--- src/rtl/mem_align_seq.sv ---
// Memory alignment sequencer: turns byte/half/word/dword accesses into one or two bus-aligned beats
// and merges/extends load data. Optional macro MEM_ALIGN_TRAP_EN traps misaligned accesses instead of splitting.
module mem_align_seq #(
    parameter int BUS_BYTES = 4,
    parameter int ADDR_W    = 32
) (
    input  logic                   clk,
    input  logic                   rst,
    input  logic                   flush,
    input  logic                   req_valid,
    output logic                   req_ready,
    input  logic [ADDR_W-1:0]      req_addr,
    input  logic [1:0]             req_size,
    input  logic                   req_we,
    input  logic                   req_signed,
    input  logic [8*BUS_BYTES-1:0] req_wdata,
    output logic                   mem_valid,
    input  logic                   mem_ready,
    output logic [ADDR_W-1:0]      mem_addr,
    output logic [BUS_BYTES-1:0]   mem_we,
    output logic                   mem_re,
    output logic [8*BUS_BYTES-1:0] mem_wdata,
    input  logic [8*BUS_BYTES-1:0] mem_rdata,
    output logic                   resp_valid,
    output logic [8*BUS_BYTES-1:0] resp_rdata,
    output logic                   resp_err,
    output logic                   resp_split,
    output logic                   misalign_exc,
    output logic                   busy
);
    localparam int DW    = 8 * BUS_BYTES;
    localparam int MW    = 2 * BUS_BYTES;
    localparam int OFF_W = $clog2(BUS_BYTES);

    typedef enum logic [2:0] {IDLE, BEAT0, BEAT1, RDWAIT, RESP} state_t;

    // Byte-enable pattern across two consecutive bus words; upper half belongs to the second beat.
    function automatic logic [MW-1:0] lane_mask(input logic [1:0] size, input logic [OFF_W-1:0] off);
        logic [MW-1:0] m;
        m = '0;
        for (int i = 0; i < MW; i++)
            if (i < (1 << size)) m[i] = 1'b1;
        return m << off;
    endfunction

    function automatic logic [2*DW-1:0] lane_data(input logic [DW-1:0] d, input logic [OFF_W-1:0] off);
        logic [2*DW-1:0] w;
        w = {{DW{1'b0}}, d};
        return w << (8 * off);
    endfunction

    function automatic logic [DW-1:0] merge_load(input logic [DW-1:0] rd0, input logic [DW-1:0] rd1,
                                                 input logic [OFF_W-1:0] off, input logic [1:0] size,
                                                 input logic sgn);
        logic [DW-1:0] raw;
        logic [DW-1:0] res;
        logic          s;
        raw = (rd0 >> (8 * off)) | (rd1 << (8 * (BUS_BYTES - int'(off))));
        res = '0;
        s   = 1'b0;
        for (int b = 0; b < BUS_BYTES; b++) begin
            if (b < (1 << size)) res[8*b +: 8] = raw[8*b +: 8];
            if (b == (1 << size) - 1) s = sgn & raw[8*b+7];
        end
        for (int b = 0; b < BUS_BYTES; b++)
            if (b >= (1 << size)) res[8*b +: 8] = {8{s}};
        return res;
    endfunction

    state_t            state_q, state_d;
    logic              split_q, split_d;
    logic              err_q, err_d;
    logic              trap_q, trap_d;
    logic              squash_q, squash_d;
    logic              rd_pend_q, rd_pend_d;
    logic [DW-1:0]     resp_rdata_q, resp_rdata_d;

    logic [ADDR_W-1:0] addr_q, addr_d;
    logic [1:0]        size_q, size_d;
    logic              we_q, we_d;
    logic              sgn_q, sgn_d;
    logic [DW-1:0]     wdata_q, wdata_d;
    logic [DW-1:0]     rd0_q, rd0_d;

    logic [OFF_W-1:0]  off_in;
    logic              illegal_in, split_in, trap_in;
    logic [OFF_W-1:0]  cur_off;
    logic [ADDR_W-1:0] cur_base;
    logic [MW-1:0]     cur_mask;
    logic [2*DW-1:0]   cur_wide;

    assign off_in     = req_addr[OFF_W-1:0];
    assign illegal_in = (1 << req_size) > BUS_BYTES;
    assign split_in   = (int'(off_in) + (1 << req_size)) > BUS_BYTES;
`ifdef MEM_ALIGN_TRAP_EN
    assign trap_in    = !illegal_in && ((int'(off_in) & ((1 << req_size) - 1)) != 0);
`else
    assign trap_in    = 1'b0;
`endif

    assign cur_off  = addr_q[OFF_W-1:0];
    assign cur_base = {addr_q[ADDR_W-1:OFF_W], {OFF_W{1'b0}}};
    assign cur_mask = lane_mask(size_q, cur_off);
    assign cur_wide = lane_data(wdata_q, cur_off);

    // Flush wins over a simultaneous request, so the handshake never completes in that cycle.
    assign req_ready  = (state_q == IDLE) && !flush;
    assign busy       = (state_q != IDLE);
    assign resp_rdata = resp_rdata_q;
    assign resp_err   = resp_valid && err_q;
    assign resp_split = resp_valid && split_q;
`ifdef MEM_ALIGN_TRAP_EN
    assign misalign_exc = (state_q == RESP) && trap_q;
`else
    assign misalign_exc = 1'b0;
`endif

    always_comb begin
        state_d      = state_q;
        split_d      = split_q;
        err_d        = err_q;
        trap_d       = trap_q;
        squash_d     = squash_q;
        rd_pend_d    = rd_pend_q;
        resp_rdata_d = resp_rdata_q;
        addr_d       = addr_q;
        size_d       = size_q;
        we_d         = we_q;
        sgn_d        = sgn_q;
        wdata_d      = wdata_q;
        rd0_d        = rd0_q;
        mem_valid    = 1'b0;
        mem_addr     = '0;
        mem_we       = '0;
        mem_re       = 1'b0;
        mem_wdata    = '0;
        resp_valid   = 1'b0;

        case (state_q)
            IDLE: begin
                if (req_valid && !flush) begin
                    addr_d    = req_addr;
                    size_d    = req_size;
                    we_d      = req_we;
                    sgn_d     = req_signed;
                    wdata_d   = req_wdata;
                    err_d     = illegal_in;
                    trap_d    = trap_in;
                    split_d   = !illegal_in && !trap_in && split_in;
                    squash_d  = 1'b0;
                    rd_pend_d = 1'b0;
                    state_d   = (illegal_in || trap_in) ? RESP : BEAT0;
                end
            end
            BEAT0: begin
                mem_valid = 1'b1;
                mem_addr  = cur_base;
                mem_re    = !we_q;
                mem_we    = cur_mask[BUS_BYTES-1:0] & {BUS_BYTES{we_q}};
                mem_wdata = cur_wide[DW-1:0];
                if (mem_ready) begin
                    if (flush) squash_d = 1'b1;
                    rd_pend_d = !we_q && split_q;
                    state_d   = split_q ? BEAT1 : (we_q ? RESP : RDWAIT);
                end else if (flush) begin
                    state_d = IDLE;
                end
            end
            BEAT1: begin
                mem_valid = 1'b1;
                mem_addr  = cur_base + ADDR_W'(BUS_BYTES);
                mem_re    = !we_q;
                mem_we    = cur_mask[MW-1:BUS_BYTES] & {BUS_BYTES{we_q}};
                mem_wdata = cur_wide[2*DW-1:DW];
                // First-beat read data arrives one cycle after its acceptance, possibly while this beat stalls.
                if (rd_pend_q) begin
                    rd0_d     = mem_rdata;
                    rd_pend_d = 1'b0;
                end
                if (flush) squash_d = 1'b1;
                if (mem_ready) state_d = we_q ? RESP : RDWAIT;
            end
            RDWAIT: begin
                if (flush) squash_d = 1'b1;
                if (!squash_q && !flush)
                    resp_rdata_d = merge_load(split_q ? rd0_q : mem_rdata, split_q ? mem_rdata : '0,
                                              cur_off, size_q, sgn_q);
                state_d = RESP;
            end
            RESP: begin
                resp_valid = !trap_q && !squash_q && !flush;
                state_d    = IDLE;
            end
            default: state_d = IDLE;
        endcase
    end

    always_ff @(posedge clk or posedge rst) begin
        if (rst) begin
            state_q      <= IDLE;
            split_q      <= 1'b0;
            err_q        <= 1'b0;
            trap_q       <= 1'b0;
            squash_q     <= 1'b0;
            rd_pend_q    <= 1'b0;
            resp_rdata_q <= '0;
        end else begin
            state_q      <= state_d;
            split_q      <= split_d;
            err_q        <= err_d;
            trap_q       <= trap_d;
            squash_q     <= squash_d;
            rd_pend_q    <= rd_pend_d;
            resp_rdata_q <= resp_rdata_d;
        end
    end

    always_ff @(posedge clk) begin
        addr_q  <= addr_d;
        size_q  <= size_d;
        we_q    <= we_d;
        sgn_q   <= sgn_d;
        wdata_q <= wdata_d;
        rd0_q   <= rd0_d;
    end

endmodule
--- config.mk ---
export PLATFORM = sky130hd
export DESIGN_NAME = mem_align_seq
export DESIGN_NICKNAME = d
export VERILOG_FILES = /design/src/rtl/mem_align_seq.sv
export SDC_FILE = /design/constraint.sdc
export NUM_CORES = 1
export LEC_CHECK = 0
export CORE_MARGIN = 2
export CORE_UTILIZATION = 30
export CTS_CLUSTER_DIAMETER = 120
export DETAILED_ROUTE_END_ITERATION = 10
export HOLD_SLACK_MARGIN = 0.05
export PLACE_DENSITY_LB_ADDON = 0.3
export SLEW_MARGIN = 5
export SYNTH_ARGS = -nofsm -noshare
export SYNTH_HDL_FRONTEND = slang
export SYNTH_SLANG_ARGS = --single-unit
--- constraint.sdc ---
create_clock -name clk -period 9.7 [get_ports clk]
set_input_delay 1.455 -clock clk [delete_from_list [all_inputs] [get_ports clk]]
set_output_delay 1.455 -clock clk [all_outputs]
set_load 0.1 [all_outputs]
==> flow_summary.json, run 1 <==
{
  "status": "finished clean",
  "synth_area_leaders": "edfxtp_1 36%, dfrtp_1 12%, mux4_2 7.3%, mux2i_1 7.2%, o21ai_0 3.9%",
  "antenna_found_initial": 1,
  "synth_cell_types": 69,
  "switching_share_pct": 54.4,
  "n_fill_cell": 2610,
  "core_um2": 27100,
  "finalHoldViolCount": 0,
  "ios": 213,
  "wirelength_mm": 26.5,
  "async_flop_share_pct": 28.1,
  "fin_area_um2": 11300,
  "p_int_w": 0.00176,
  "cts-hold-fix-buffers": 0,
  "clk_path_buf_depth": 2,
  "numPortBuffers": 209,
  "final.min_clock_period_ps": 5580,
  "path_clk_slew_ps": 60,
  "viasPerCell": 5.31,
  "cap_violations": 0,
  "finClkSkew_ps": 10.0,
  "grt_max_degree": 66,
  "cts_max_level": 4,
  "cts_tree": "built",
  "row_count": 60,
  "grt_usage_pct": 18.4,
  "pwr-share-seq_pct": 22.7,
  "start_util_pct": 30.6,
  "period_share_pct": 57.6,
  "root_buffer": "clkbuf_16",
  "slew_violations": 0,
  "clock-sinks": 139,
  "synth_top_area_share_pct": 36.2,
  "hold_class": "reg -> reg",
  "syn_avg_cell_area_um2": 10.9,
  "synth-seq-cells": 139,
  "max_freq_mhz": 179,
  "cts_made_buffers": 17,
  "crit_fanout": 15,
  "die-area_um2": 29000,
  "relSlewSlack_pct": 24.8,
  "insertion_delay_ps": 430,
  "drt_first_iter_violations": 629,
  "switchingPower_w": 0.00209,
  "dieHeight_um": 170,
  "seq_area_frac_synth_pct": 47.9,
  "gp_congestion": 0.853,
  "wire_per_inst_um": 19.9,
  "rsz0062_at_grt": "false",
  "drive_above_1_share_pct": 9.91,
  "p_total_w": 0.00385,
  "powerDensity_nw_per_um2": 341,
  "p_leak_nw": 4.08,
  "route.detailed.drc": 0,
  "antenna_left": 0,
  "die_w_um": 170,
  "ctsResizeCount": 0,
  "grt_pass1_wl_mm": 40.7,
  "slowest_stage": "clkdlybuf4s50_1",
  "yosys_warnings": 0,
  "num_vias": 7069,
  "synthFlopType": "edfxtp_1",
  "crit_top_cell": "nand2_1",
  "dpl_cell_area_um2": 10700,
  "p_clk_share_pct": 17.3,
  "tightest_slew_ps": 1120,
  "path_cells": "nor2b_2, nand2b_1, nand2_1, nand2_1, a2111oi_0, clkdlybuf4s50_1",
  "synthesis.area_um2": 8310,
  "cp_slowest_stage_delay_ps": 1310,
  "finalSetupViolations": 0,
  "critPathLaunchType": "register",
  "grt_overflow_total": 0,
  "post_cts_buffers": 0,
  "synth_top_area_cell": "edfxtp_1",
  "vdd_ir_drop_max_v": 0.000257,
  "post-dp-hpwl_mm": 18.3,
  "endpoint_kind": "primary output",
  "dr.pass1.iters": 5,
  "critPathRequiredTime_ps": 8250,
  "synth_edf_count": 100,
  "pwr-share-comb_pct": 60.0,
  "syn_inst": 763,
  "areaGrowthSynthToFinish_pct": 35.9,
  "setup_tns_ps": 0,
  "crit_type": "reg -> out",
  "critical_path_arrival_ps": 4130,
  "grt_pass1_vias": 7096,
  "final_nets": 1056
}
==> kinds of logic (layout without fill, tap and decap cells) <==
logic type,Yosys count,after routing,share of synthesized area [%]
muxes,94,94,15.7
xor gates and xnor gates,1,1,0.105
buffers and inverters,85,279,4.79
and+or+nand+nor,222,222,13.1
DFF,139,139,47.9
adders and majority gates,5,5,0.844
AOI/OAI and AO/OA,216,216,17.5
other,1,4,0.0452
==> worst max-delay path, delay by kind of cell (launching register included) <==
| kind | cells | cell delay [ps] |
|---|---|---|
| buf+inv | 1 | 1310 |
| simple gates | 4 | 1020 |
| compound gates | 1 | 820 |
| flops | 1 | 550 |
==> worst paths after layout <==
check | startpoint | endpoint | slack, ps | cells after the start
max | state_q[0]$_DFFE_PP0P_ | mem_we[1] | 4120 | 6
min | resp_rdata[2]$_DFFE_PP0P_ | resp_rdata[2]$_DFFE_PP0P_ | 480 | 2
max reg2reg | addr_q[0]$_DFFE_PP_ | resp_rdata[18]$_DFFE_PP0P_ | 6060 | 7
min reg2reg | resp_rdata[2]$_DFFE_PP0P_ | resp_rdata[2]$_DFFE_PP0P_ | 480 | 2
max in group asynchronous | rst | split_q$_DFFE_PP0P_ | 7810 | 3
min in group asynchronous | rst | resp_rdata[21]$_DFFE_PP0P_ | 1490 | 3
==> power by group through the flow <==
stage / registers, W / clock network, W / logic, W
after CTS: 0.000873 / 0.000681 / 0.00232
after global routing: 0.000891 / 0.000707 / 0.00241
final: 0.000873 / 0.000666 / 0.00231
after global placement: 0.000882 / 0 / 0.00231
after floorplan: 0.00128 / 0 / 0.00137
after detailed placement: 0.000885 / 0 / 0.00232
==> per-layer routing <==
metal | vias to the layer above | track usage, % | routed length [um]
li1 | 3336 | - | -
met1 | 3427 | 23.9 | 11400
met2 | 285 | 29.8 | 12600
met5 | - | 0 | 0
met3 | 21 | 5.42 | 2280
met4 | 0 | 4.98 | 288
==> layout by cell type, fill, tap and decap left out, drive strengths merged, types with 28 or more instances in the layout <==
master         count
nor2              45
a21oi             38
edfxtp           100
clkdlybuf4s50    209
nand2             82
mux4              28
dfrtp             39
inv               29
mux2i             60
o21ai             65
==> cell type report <==
cell class / count / area [um^2] / area share, %
clock buffer: 17 / 425 / 3.77
tap: 372 / 465 / 4.12
timing repair buffer: 222 / 2190 / 19.4
clock inverter: 15 / 163 / 1.44
multi-input combinational: 541 / 3970 / 35.2
antenna: 1 / 2.50 / 0.0222
inverter: 25 / 93.8 / 0.831
sequential: 139 / 3980 / 35.3
==> through the flow <==
| stage | worst slack (ps) | util [%] | std cells | hold WS [ps] |
|---|---|---|---|---|
| after floorplan | 1780 | - | 765 | 498 |
| after global placement | 4620 | 39.5 | 1299 | 460 |
| after detailed placement | 4560 | 39.5 | 1299 | 469 |
| after CTS | 4070 | 41.7 | 1331 | 483 |
| after global routing | 3820 | 41.7 | 1331 | 499 |
| final | 4120 | 41.7 | 1332 | 476 |
==> flip-flops by register name, indices dropped and copies added (netlist names) <==
register,flops
addr_q,32
rd0_q,32
resp_rdata,32
wdata_q,32
state_q,3
size_q,2
err_q,1
rd_pend_q,1
sgn_q,1
split_q,1
squash_q,1
we_q,1
==> Yosys cell counts, types with 19 or more instances <==
library cell,instances
edfxtp_1,100
nand2_1,82
o21ai_0,65
mux2i_1,60
nor2_1,45
dfrtp_1,39
a21oi_1,37
clkbuf_1,31
mux4_2,27
a221o_1,24
inv_1,24
nand3_1,20
o22ai_1,19
(Power assumes the default switching activity.)
==> run 2: changes to the inputs <==
- clock period: 9.7 -> 5.2 ns (I/O delays scaled with it)
==> flow_summary.json, run 2 (synthesis results as in run 1) <==
{
  "tightest_slew_ps": 1080,
  "vdd_ir_drop_max_v": 0.000533,
  "holdPathStages": 2,
  "die-area_um2": 29000,
  "drive_above_1_share_pct": 16.3,
  "r2r_slack_ps": 1830,
  "path_cells": "nor2_1, and2_1, nand2_1, nor2_1, a22o_1, buf_4",
  "route.detailed.drc": 0,
  "reg2reg_depth": 7,
  "crit-reg2reg-launch": "addr_q[1]$_DFFE_PP_",
  "path_buf_inv": 1,
  "final.min_clock_period_ps": 4240,
  "die_w_um": 170,
  "numPortBuffers": 209,
  "grt_overflow_total": 0,
  "relSlewSlack_pct": 27.8,
  "wire_per_inst_um": 20.1,
  "grt_usage_pct": 18.5,
  "max_freq_mhz": 236,
  "crit_type": "reg -> out",
  "dieHeight_um": 170,
  "status": "finished clean",
  "place_ws_ps": 1380,
  "core_um2": 27100,
  "slew_violations": 0,
  "switching_share_pct": 55.0,
  "reg2reg_to": "resp_rdata[16]$_DFFE_PP0P_",
  "viasPerCell": 5.42,
  "hold_end": "resp_rdata[2]$_DFFE_PP0P_",
  "drt_first_iter_violations": 600,
  "cts_made_buffers": 17,
  "clock-sinks": 139,
  "crit_fanout": 18,
  "finalSetupViolations": 0,
  "cp_slowest_stage_delay_ps": 680,
  "p_clk_share_pct": 17.1,
  "cts-hold-fix-buffers": 0,
  "critPathRequiredTime_ps": 4420,
  "setup_slack_ps": 960,
  "endpoint_kind": "primary output",
  "antenna_cells": 0,
  "period_share_pct": 81.5,
  "areaGrowthSynthToFinish_pct": 35.0,
  "cts_tree": "built",
  "wirelength_mm": 27.0,
  "final_common_cell": "clkdlybuf4s50_1",
  "path_clk_slew_ps": 70,
  "switchingPower_w": 0.00393,
  "rsz0062_at_grt": "false",
  "pwr-share-comb_pct": 59.6,
  "p_int_w": 0.00322,
  "finalHoldViolCount": 0,
  "gp_congestion": 0.837,
  "post_cts_buffers": 0,
  "grt_max_degree": 64,
  "row_count": 60,
  "final_cell_mix": "155 x clkdlybuf4s50_1, 100 x edfxtp_1, 82 x nand2_1",
  "ctsResizeCount": 0,
  "critPathLaunchType": "register",
  "start_util_pct": 30.6,
  "antenna_left": 0,
  "clk_path_buf_depth": 2,
  "ios": 213,
  "pwr-share-seq_pct": 23.4,
  "p_leak_nw": 4.22,
  "hold_class": "reg -> reg",
  "slowest_stage": "nor2_1",
  "root_buffer": "clkbuf_16",
  "cts_max_level": 4,
  "powerDensity_nw_per_um2": 638,
  "num_vias": 7246,
  "critical_path_arrival_ps": 3460,
  "cp_top_family": "simple AND/OR/NAND/NOR gates",
  "p_total_w": 0.00715,
  "post-dp-hpwl_mm": 19.1,
  "crit_top_cell": "nor2_1",
  "insertion_delay_ps": 420,
  "grt_pass1_vias": 7046,
  "antenna_found_initial": 0,
  "setup_tns_ps": 0,
  "final_nets": 1063,
  "cap_violations": 0,
  "grt_pass1_wl_mm": 41.2,
  "finClkSkew_ps": 10.8,
  "dr.pass1.iters": 5,
  "hold_start": "resp_rdata[2]$_DFFE_PP0P_"
}
## run 2: cell types whose count changed in the layout (fill, tap and decap cells not counted), moves of 2 or more
cell,delta
buf_4,+60
clkdlybuf4s50_1,-54
clkinv_4,-3
inv_8,+3
inv_6,+2
## run 2: how the worst max path moves through the flow
stage / cells past startpoint / to / from
4_1_cts: 6 / mem_wdata[20] / state_q[2]$_DFFE_PP0P_
6_report: 6 / mem_wdata[20] / state_q[2]$_DFFE_PP0P_
5_1_grt: 6 / mem_wdata[20] / state_q[2]$_DFFE_PP0P_
2_1_floorplan: 6 / mem_we[0] / state_q[2]$_DFFE_PP0P_
3_5_place_dp: 6 / mem_wdata[20] / state_q[2]$_DFFE_PP0P_
3_3_place_gp: 6 / mem_wdata[20] / state_q[2]$_DFFE_PP0P_
## run 2: layout make-up
class                           count  area (um^2)
Multi-Input combinational cell    541         3970
Sequential cell                   139         3980
Clock inverter                     15          154
Clock buffer                       17          425
Timing Repair Buffer              229         2120
Tap cell                          372          465
Fill cell                        2614        15900
Inverter                           25         93.8
## run 2: through the flow
stage | std cells | hold WS [ps] | instance area [um^2] | util (%)
final | 1338 | 476 | 11200 | 41.4
after global routing | 1338 | 506 | 11200 | 41.4
after detailed placement | 1306 | 469 | 10600 | 39.2
after floorplan | 765 | 498 | 8330 | -
after global placement | 1306 | 460 | 10600 | 39.2
after CTS | 1338 | 484 | 11200 | 41.4
## run 2: metal layers
metal	GRT usage, %	vias to the layer above	part of all wire, %
met5	0	-	0
met4	4.76	0	1.5
met3	5.86	23	8.9
met2	29.7	335	47
met1	24.3	3542	43
li1	-	3346	-
## run 2: tightest hold or removal path: cells and delay by family (launching register included)
kind | cells | cell delay, ps
and+or+nand+nor | 1 | 40
AOI/OAI and AO/OA | 1 | 60
DFF | 1 | 340
## run 2: power groups by stage
stage                     sequential [W]  combinational [W]  clock (W)
final                            0.00167            0.00426    0.00122
after detailed placement         0.00169            0.00427          0
after CTS                        0.00167            0.00428    0.00125
after floorplan                  0.00238            0.00256          0
after global placement           0.00169            0.00426          0
after global routing             0.00171            0.00445    0.00130
==> run 3: changes to the inputs <==
- clock period: 5.2 -> 3.6 ns (I/O delays scaled with it)
==> flow_summary.json, run 3 (synthesis results as in run 1) <==
{
  "crit_type": "reg -> out",
  "num_vias": 7185,
  "powerDensity_nw_per_um2": 922,
  "core_um2": 27100,
  "antenna_left": 0,
  "wirelength_mm": 26.8,
  "grt_pass1_wl_mm": 41.1,
  "grt_usage_pct": 18.5,
  "finalSetupViolations": 0,
  "critPathRequiredTime_ps": 3060,
  "slew_violations": 0,
  "critical_path_arrival_ps": 2740,
  "die-area_um2": 29000,
  "cts_max_level": 4,
  "finalHoldViolCount": 0,
  "endpoint_kind": "primary output",
  "final_common_cell": "clkdlybuf4s50_1",
  "cts_tree": "built",
  "cap_violations": 0,
  "dpl_cell_area_um2": 11500,
  "post_cts_buffers": 0,
  "crit_fanout": 8,
  "antenna_found_initial": 2,
  "setup_tns_ps": 0,
  "ctsResizeCount": 0,
  "clk_path_buf_depth": 2,
  "cts-hold-fix-buffers": 0,
  "numPortBuffers": 209,
  "wire_per_inst_um": 19.9,
  "drive_above_1_share_pct": 19.5,
  "path_clk_slew_ps": 60,
  "p_leak_nw": 4.49,
  "finClkSkew_ps": 9.44,
  "max_freq_mhz": 305,
  "utilization_pct": 44.6,
  "grt_max_degree": 56,
  "clock-sinks": 139,
  "post-place-cells": 1315,
  "route.detailed.drc": 0,
  "relSlewSlack_pct": 29.0,
  "die_w_um": 170,
  "tightest_slew_ps": 1060,
  "dr.pass1.iters": 5,
  "rsz0062_at_grt": "false",
  "fin_area_um2": 12100,
  "insertion_delay_ps": 420,
  "drt_first_iter_violations": 632,
  "gp_congestion": 0.852,
  "grt_pass1_vias": 7200,
  "row_count": 60,
  "post-dp-hpwl_mm": 19.2,
  "final.min_clock_period_ps": 3280,
  "cts_made_buffers": 17,
  "final_cells": 1348,
  "critPathLaunchType": "register",
  "dieHeight_um": 170,
  "final_nets": 1072,
  "hold_class": "reg -> reg",
  "viasPerCell": 5.33,
  "final_cell_mix": "136 x clkdlybuf4s50_1, 100 x edfxtp_1, 82 x nand2_1",
  "grt_overflow_total": 0,
  "period_share_pct": 91.0,
  "start_util_pct": 30.6,
  "ios": 213,
  "areaGrowthSynthToFinish_pct": 45.4,
  "vdd_ir_drop_max_v": 0.000614,
  "status": "finished clean",
  "root_buffer": "clkbuf_16"
}
==> run 3: cell types whose count changed in the layout (fill, tap and decap cells not counted), sizes merged <==
cell,change
clkinvlp,+1
inv,-9
diode,+1
clkinv,+2
bufinv,+3
buf,+28
clkbuf,+3
clkdlybuf4s50,-19
==> run 3: through the flow <==
stage	power [W]	hold WS, ps	setup slack [ps]
after floorplan	0.00719	498	-169
after global placement	0.00928	462	788
after detailed placement	0.00932	469	773
after CTS	0.0112	483	310
after global routing	0.0116	493	83.9
final	0.0111	477	324
==> run 3: cell type report <==
class / instances / area, um^2
fill: 2505 / 15000
multi-input combinational: 541 / 4050
sequential: 139 / 3980
timing repair buffer: 238 / 2880
tap: 372 / 465
clock buffer: 20 / 437
clock inverter: 12 / 173
inverter: 25 / 93.8
antenna: 1 / 2.50
==> run 3: layer usage <==
metal / GRT usage [%] / wire length (um) / up-vias
met5: 0 / 0 / -
met4: 5.28 / 369 / 0
met3: 6.47 / 2300 / 26
met2: 30.1 / 12600 / 286
met1: 23.4 / 11500 / 3504
li1: - / - / 3369
==> run 3: report_power, final <==
part / internal (W) / switching, W / total [W]
Combinational: 0.00213 / 0.00474 / 0.00686
Clock: 0.00116 / 0.000707 / 0.00186
Sequential: 0.00209 / 0.000321 / 0.00241
==> run 3: critical path, stage by stage, from the launching register on <==
cell and delay, ps:
edfxtp_1 440, ha_1 260, nand4_1 230, nor4_2 330, buf_4 200, and2_1 230
a41oi_1 160, a31oi_2 260, buf_12 210
==> run 3: path summary, 6_finish.rpt <==
kind                                      startpoint  cells past startpoint  slack, ps                    endpoint
setup / recovery                 addr_q[2]$_DFFE_PP_                      8        320                mem_addr[26]
setup reg to reg                 addr_q[0]$_DFFE_PP_                      7        890  resp_rdata[24]$_DFFE_PP0P_
max in group asynchronous                        rst                      3       2350         split_q$_DFFE_PP0P_
hold / removal             resp_rdata[4]$_DFFE_PP0P_                      2        480   resp_rdata[4]$_DFFE_PP0P_
hold reg to reg            resp_rdata[4]$_DFFE_PP0P_                      2        480   resp_rdata[4]$_DFFE_PP0P_
min in group asynchronous                        rst                      2        560  resp_rdata[20]$_DFFE_PP0P_
